### src/rtl/cpu_pkg.sv
// cpu_pkg: types shared across the CPU datapath control blocks.
//   mem_state_t : memory-transaction sequencer states
//   mem_op_t    : latched transaction direction (RD / WR)
package cpu_pkg;

    typedef enum logic [2:0] {
        IDLE    = 3'd0,
        LOAD    = 3'd1,
        ACCESS  = 3'd2,
        CAPTURE = 3'd3,
        DONE    = 3'd4,
        ERR     = 3'd5
    } mem_state_t;

    typedef enum logic {
        RD = 1'b0,
        WR = 1'b1
    } mem_op_t;

endpackage

### src/rtl/mem_seq.sv
// mem_seq: memory-transaction sequencer.
// It accepts one read or write request from the control unit. It loads the MAR
// (and, for a write, the MDR from the bus). It then holds the RAM strobe until
// mem_ready arrives. For a read it captures memory data into the MDR, and it
// finishes with a one-cycle done pulse. If the access times out, or if both
// requests are raised together, it gives a one-cycle err pulse instead.
//
// Ports:
//   clk, clr_n          clock, synchronous active-low reset
//   rd_req, wr_req      request levels, sampled only in IDLE
//   mem_ready           RAM access complete, looked at only in ACCESS
//   mar_in              load MAR from bus
//   mdr_bus_en          MDR <- bus
//   mdr_mem_en          MDR <- memory
//   mem_rd, mem_wr      RAM strobes
//   busy, done, err     status
module mem_seq
    import cpu_pkg::*;
#(
    parameter int WIDTH   = 32,
    parameter int TIMEOUT = 8
) (
    input  logic clk,
    input  logic clr_n,
    input  logic rd_req,
    input  logic wr_req,
    input  logic mem_ready,
    output logic mar_in,
    output logic mdr_bus_en,
    output logic mdr_mem_en,
    output logic mem_rd,
    output logic mem_wr,
    output logic busy,
    output logic done,
    output logic err
);

    localparam int CW = $clog2(TIMEOUT + 1);

    // Elaboration-time guard; WIDTH only documents the datapath this block serves.
    if (TIMEOUT < 1 || WIDTH < 1) begin : g_bad_param
        $error("mem_seq: TIMEOUT and WIDTH must be >= 1");
    end

    mem_state_t    state, state_nxt;
    mem_op_t       op, op_nxt;
    logic [CW-1:0] cnt, cnt_nxt;

    always_ff @(posedge clk) begin
        if (!clr_n) begin
            state <= IDLE;
            op    <= RD;
            cnt   <= '0;
        end else begin
            state <= state_nxt;
            op    <= op_nxt;
            cnt   <= cnt_nxt;
        end
    end

    // Next state, op latch and timeout counter
    always_comb begin
        state_nxt = state;
        op_nxt    = op;
        cnt_nxt   = '0;
        case (state)
            IDLE: begin
                if (rd_req && wr_req) begin
                    state_nxt = ERR;
                end else if (rd_req) begin
                    state_nxt = LOAD;
                    op_nxt    = RD;
                end else if (wr_req) begin
                    state_nxt = LOAD;
                    op_nxt    = WR;
                end
            end
            LOAD: state_nxt = ACCESS;
            ACCESS: begin
                cnt_nxt = cnt + CW'(1);
                // Ready wins over a timeout landing in the same cycle.
                if (mem_ready)
                    state_nxt = (op == RD) ? CAPTURE : DONE;
                else if (cnt_nxt == CW'(TIMEOUT))
                    state_nxt = ERR;
            end
            CAPTURE: state_nxt = DONE;
            DONE:    state_nxt = IDLE;
            ERR:     state_nxt = IDLE;
            default: state_nxt = IDLE;
        endcase
    end

    // Moore output decode from state and op
    always_comb begin
        mar_in     = 1'b0;
        mdr_bus_en = 1'b0;
        mdr_mem_en = 1'b0;
        mem_rd     = 1'b0;
        mem_wr     = 1'b0;
        done       = 1'b0;
        err        = 1'b0;
        busy       = (state != IDLE);
        case (state)
            LOAD: begin
                mar_in     = 1'b1;
                mdr_bus_en = (op == WR);
            end
            ACCESS: begin
                mem_rd = (op == RD);
                mem_wr = (op == WR);
            end
            CAPTURE: mdr_mem_en = 1'b1;
            DONE:    done       = 1'b1;
            ERR:     err        = 1'b1;
            default: ;
        endcase
    end

endmodule
### config.mk
export PLATFORM = sky130hd
export DESIGN_NAME = mem_seq
export DESIGN_NICKNAME = d
export VERILOG_FILES = /design/src/rtl/cpu_pkg.sv /design/src/rtl/mem_seq.sv
export SDC_FILE = /design/constraint.sdc
export NUM_CORES = 1
export LEC_CHECK = 0
export CAP_MARGIN = 30
export CORE_AREA = 2 2 39 41
export DETAILED_ROUTE_END_ITERATION = 6
export DIE_AREA = 0 0 41 43
export GPL_TIMING_DRIVEN = 0
export PLACE_DENSITY = 0.66
export SLEW_MARGIN = 20
export SYNTH_ARGS = -nofsm -noshare
export SYNTH_HDL_FRONTEND = slang
export SYNTH_SLANG_ARGS = --single-unit
### constraint.sdc
create_clock -name clk -period 1.2 [get_ports clk]
set_clock_uncertainty 0.15 [all_clocks]
set_input_delay 0.24 -clock clk [delete_from_list [all_inputs] [get_ports clk]]
set_output_delay 0.24 -clock clk [all_outputs]
set_load 0.01 [all_outputs]
Word level (Yosys, flattened, before mapping)
Cells that the tools add are included.
{ "classes": {"n_reduce_logical": 7, "n_bitwise": 2, "n_addsub": 1, "n_div": 0, "eq_ne": 8, "n_lt_le_gt_ge": 0, "mux": 16, "mul": 0, "n_shift": 0} }
{ "op_table": {"columns": ["cell", "count"], "rows": [
  ["$mux W3", 6],
  ["$pmux W3 S4", 1],
  ["$mux W1", 9],
  ["$eq A3 B2 Y1 const B", 2],
  ["$eq A3 B3 Y1 const B", 2],
  ["$add A4 B1 Y4 const B", 1],
  ["$eq A4 B4 Y1 const B", 1],
  ["$ne A4 B4 Y1 const B", 1],
  ["$reduce_and A2 Y1", 2],
  ["$eq A3 B1 Y1 const B", 1],
  ["$logic_not A3 Y1", 1],
  ["$ne A3 B3 Y1 const B", 1],
  ["$reduce_and A3 Y1", 1],
  ["$reduce_bool A3 Y1", 1],
  ["$not A1 Y1", 2],
  ["$reduce_bool A2 Y1", 1],
  ["$logic_and A1 B1 Y1", 1]
]} }
{ "totals": {"romBits": 0, "memories": 0, "ff_bits": 8, "elab_cells": 37, "inputBits": 5, "ramBits": 0, "latchBits": 0} }

Longest topological paths before layout
{ "logic_depth": {"depth_word": 5, "depth_mapped": 5, "ltp_nobuf": 5} }

Least setup slack after synthesis
OpenSTA, ideal clock, no wires.
{ "synth_timing": {"path_kind": "reg-to-output", "start": "reg state[1]", "end": "out mdr_bus_en", "t_arrival_ns": 1.007, "path_buffers": 1, "path_slack_ns": -0.197, "path_stages_with_launch": 5, "path_cell_list": "dfxtp_1 -> buf_4 -> nand2b_1 -> nor2_1 -> and2_1"} }
{ "synth_between": {"elab_chain_cells": 2} }
{ "synth_lines": {"columns": ["item", "line_no", "rtl"], "rows": [
  ["start: declaration", "mem_seq.sv:45", "mem_state_t state, state_nxt;"],
  ["start signal: assignment", "mem_seq.sv:55", "state <= state_nxt;"],
  ["$eq A3 B1 Y1", "mem_seq.sv:104", "case (state)"],
  ["$mux W1", "mem_seq.sv:104", null],
  ["end: declaration", "mem_seq.sv:29", "output logic mdr_bus_en,"]
]} }
Every way passes these cells.

Worst setup path in the final report
Same ends and word-level chain as after synthesis.

==> impl_metrics.toml <==
[power_and_ir_drop]
ir_worst_vdd_mv = 0.566
p_per_area_nw_per_um2 = 1190
finalPower_mw = 1.07
p_leak_nw = 0.406

[cts]
insertion_delay_ns = 0.26
ctsLongestPathBuffers = 2
root_buffer = "clkbuf_4"
htree_levels = 1
clk_pin_slew_worst_paths_ns = 0.06
cts_sinks = 8
cts_inserted_buffers = 3
cts_tree = "built"

[timing]
slew_headroom_pct = 83.8
fin_tns_setup_ns = -3.28
fin_crit_sh_pct = 132
final-hold-violation-count = 0
slew_violations = 0
worst_pin_slew_ns = 0.242
setup_slack_ns = -0.378
fmax_mhz = 634
period_minus_slack_ns = 1.58
setup_viol = 12
rsz0062_at_grt = "true"

[critical_path]
cp_common_cell = "buf_6"
required_ns = 0.81
setup.worst_path.end_class = "output port"
cpLargestDelayFamily = "simple AND/OR/NAND/NOR gates"
cp_data_arrival_time_ns = 1.19
crit_path_max_fanout = 5
crit_chain = "buf_6 > nand2b_4 > nor2_4 > and2_4 > buf_6"
crit_path_top_delay_cell = "dfxtp_2"
worst_setup_path_start_kind = "flop"
cpPeakStageDelay_ns = 0.33
worstSetupPathType = "flop to output port"
crit_buf_inv = 2

[synth]
ys_warn_count = 0
synth-seq-cells = 8
syn_inst = 55
ys_top_cells_by_area = "dfxtp_1 33%, ha_1 7.8%, nor2_1 5.5%, nand2b_1 5.2%, inv_1 4.7%"
syn_nets = 63
synth-seq-area-share_pct = 33.4
synth_top_area_cell = "dfxtp_1"
syn_area_per_cell_um2 = 8.71
synth_area_um2 = 479
synth_cell_type_count = 27
synth_top_area_share_pct = 33.4

[layout]
fin_cells = 104
nNetsFinal = 98
final_common_cell = "buf_4"
final_cell_mix = "15 x buf_4, 8 x buf_6, 6 x nor2_1"
regArea_um2 = 171
drive_above_1_share_pct = 64.8
multi_input_area_um2 = 400
area_growth_pct = 88.3
diodes = 0
n_fill_cell = 103

[floorplan]
die_w_um = 41
dieArea_um2 = 1760
core_area_um2 = 1380
io_pins = 13
die_height_um = 43
start_util_pct = 34.6
rows = 14

[detailed_routing]
ant_nets = 0
drt_iter0_markers = 3
drc = 0
vias = 520
viasPerCell = 5.00
finalWirelength_um = 1530
first_pass_iters = 2
wl_per_cell_um = 14.7

[place]
hpwl_um = 742
place.gp.congestion = 0.729
dp.cells = 83
port-buffer-count = 12

[global_routing]
grt_pass1_wl_um = 1990
grt_usage_pct = 17.1
grt_overflow_total = 0
grt_antenna_before_repair = 0
grt_max_degree = 8
grt_pass1_vias = 442

[min_path]
hold_class = "primary input to flop"

[run]
drv_cap = 0

[outcome]
violations = "setup timing"
outcome = "finished, violations left"
flip-flops by register name (all words and copies together) (netlist names):
name and flops:
cnt 4, op 1, state 3
worst reg2reg max path, cell delays in order (launching register included):
cell	delay (ns)
dfxtp_2	0.34
buf_6	0.11
nand2b_4	0.14
buf_4	0.12
o21ai_4	0.06
buf_4	0.15
nor4_4	0.15
o31a_1	0.18
layout make-up:
cell class,count,area share (%)
timing repair buffer,30,27.9
buffer,1,1.25
clock buffer,3,2.50
sequential,8,19.0
tap,16,2.22
multi-input combinational,40,44.4
inverter,6,2.77
cells by family (layout without fill, tap and decap cells):
kind of cell,Yosys count,in the layout,synth area share [%]
flops,8,8,33.4
xor+xnor,2,2,3.66
simple gates,26,26,30.3
buf+inv,7,40,6.27
fa+ha+maj,3,3,7.83
compound gates,9,9,18.5
path summary, 6_finish.rpt:
path	start	to	slack, ns	cells past startpoint
worst max-delay path	state[1]	mdr_bus_en	-0.38	5
worst min-delay path	mem_ready	state[1]	0.17	2
worst max register to register	state[1]	state[2]	-0.27	7
worst min register to register	cnt[0]	cnt[0]	0.31	1
per-stage QoR:
stage | utilization, % | setup slack [ns] | hold slack [ns] | area, um2
3_5_place_dp | 46.3 | -0.558 | 0.323 | 641
6_report | 65.2 | -0.378 | 0.170 | 902
5_1_grt | 65.2 | -0.422 | 0.187 | 902
3_3_place_gp | 46.3 | -0.562 | 0.311 | 641
4_1_cts | 57.8 | -0.359 | 0.231 | 800
2_1_floorplan | - | -0.0494 | 0.191 | 500
power breakdown:
part	leakage (nW)	total [mW]	switching (mW)	internal, mW
registers	0.0679	0.341	0.0456	0.295
logic	0.324	0.517	0.228	0.290
clock network	0.0138	0.211	0.0966	0.115
total	0.406	1.07	0.370	0.699
cell usage after synthesis, drive strengths merged:
cell type,n
o2111ai,1
a21oi,2
nor3,2
and2,1
o21ai,1
o31a,1
and3,2
xor2,1
a31oi,1
dfxtp,8
o41ai,1
nand2,3
nor4,1
nor2,9
inv,6
nand2b,4
a311oi,1
ha,3
nand3b,1
nand3,3
buf,1
xnor2,1
a21bo,1
layer usage:
layer	track usage [%]	vias to the layer above	share of wire (%)
li1	-	259	-
met4	4.00	0	0.92
met3	6.28	2	4.2
met1	21.4	247	45
met5	0	-	0
met2	26.9	12	50
repair_timing:
item	4_1_cts	5_1_grt
cloned	1	0
pin swaps	8	10
setup endpoints to repair	12	12
hold buffers	0	0
buffers inserted	10	8
resized for setup	58	10
No activity file was read; power rests on OpenSTA's default activity.
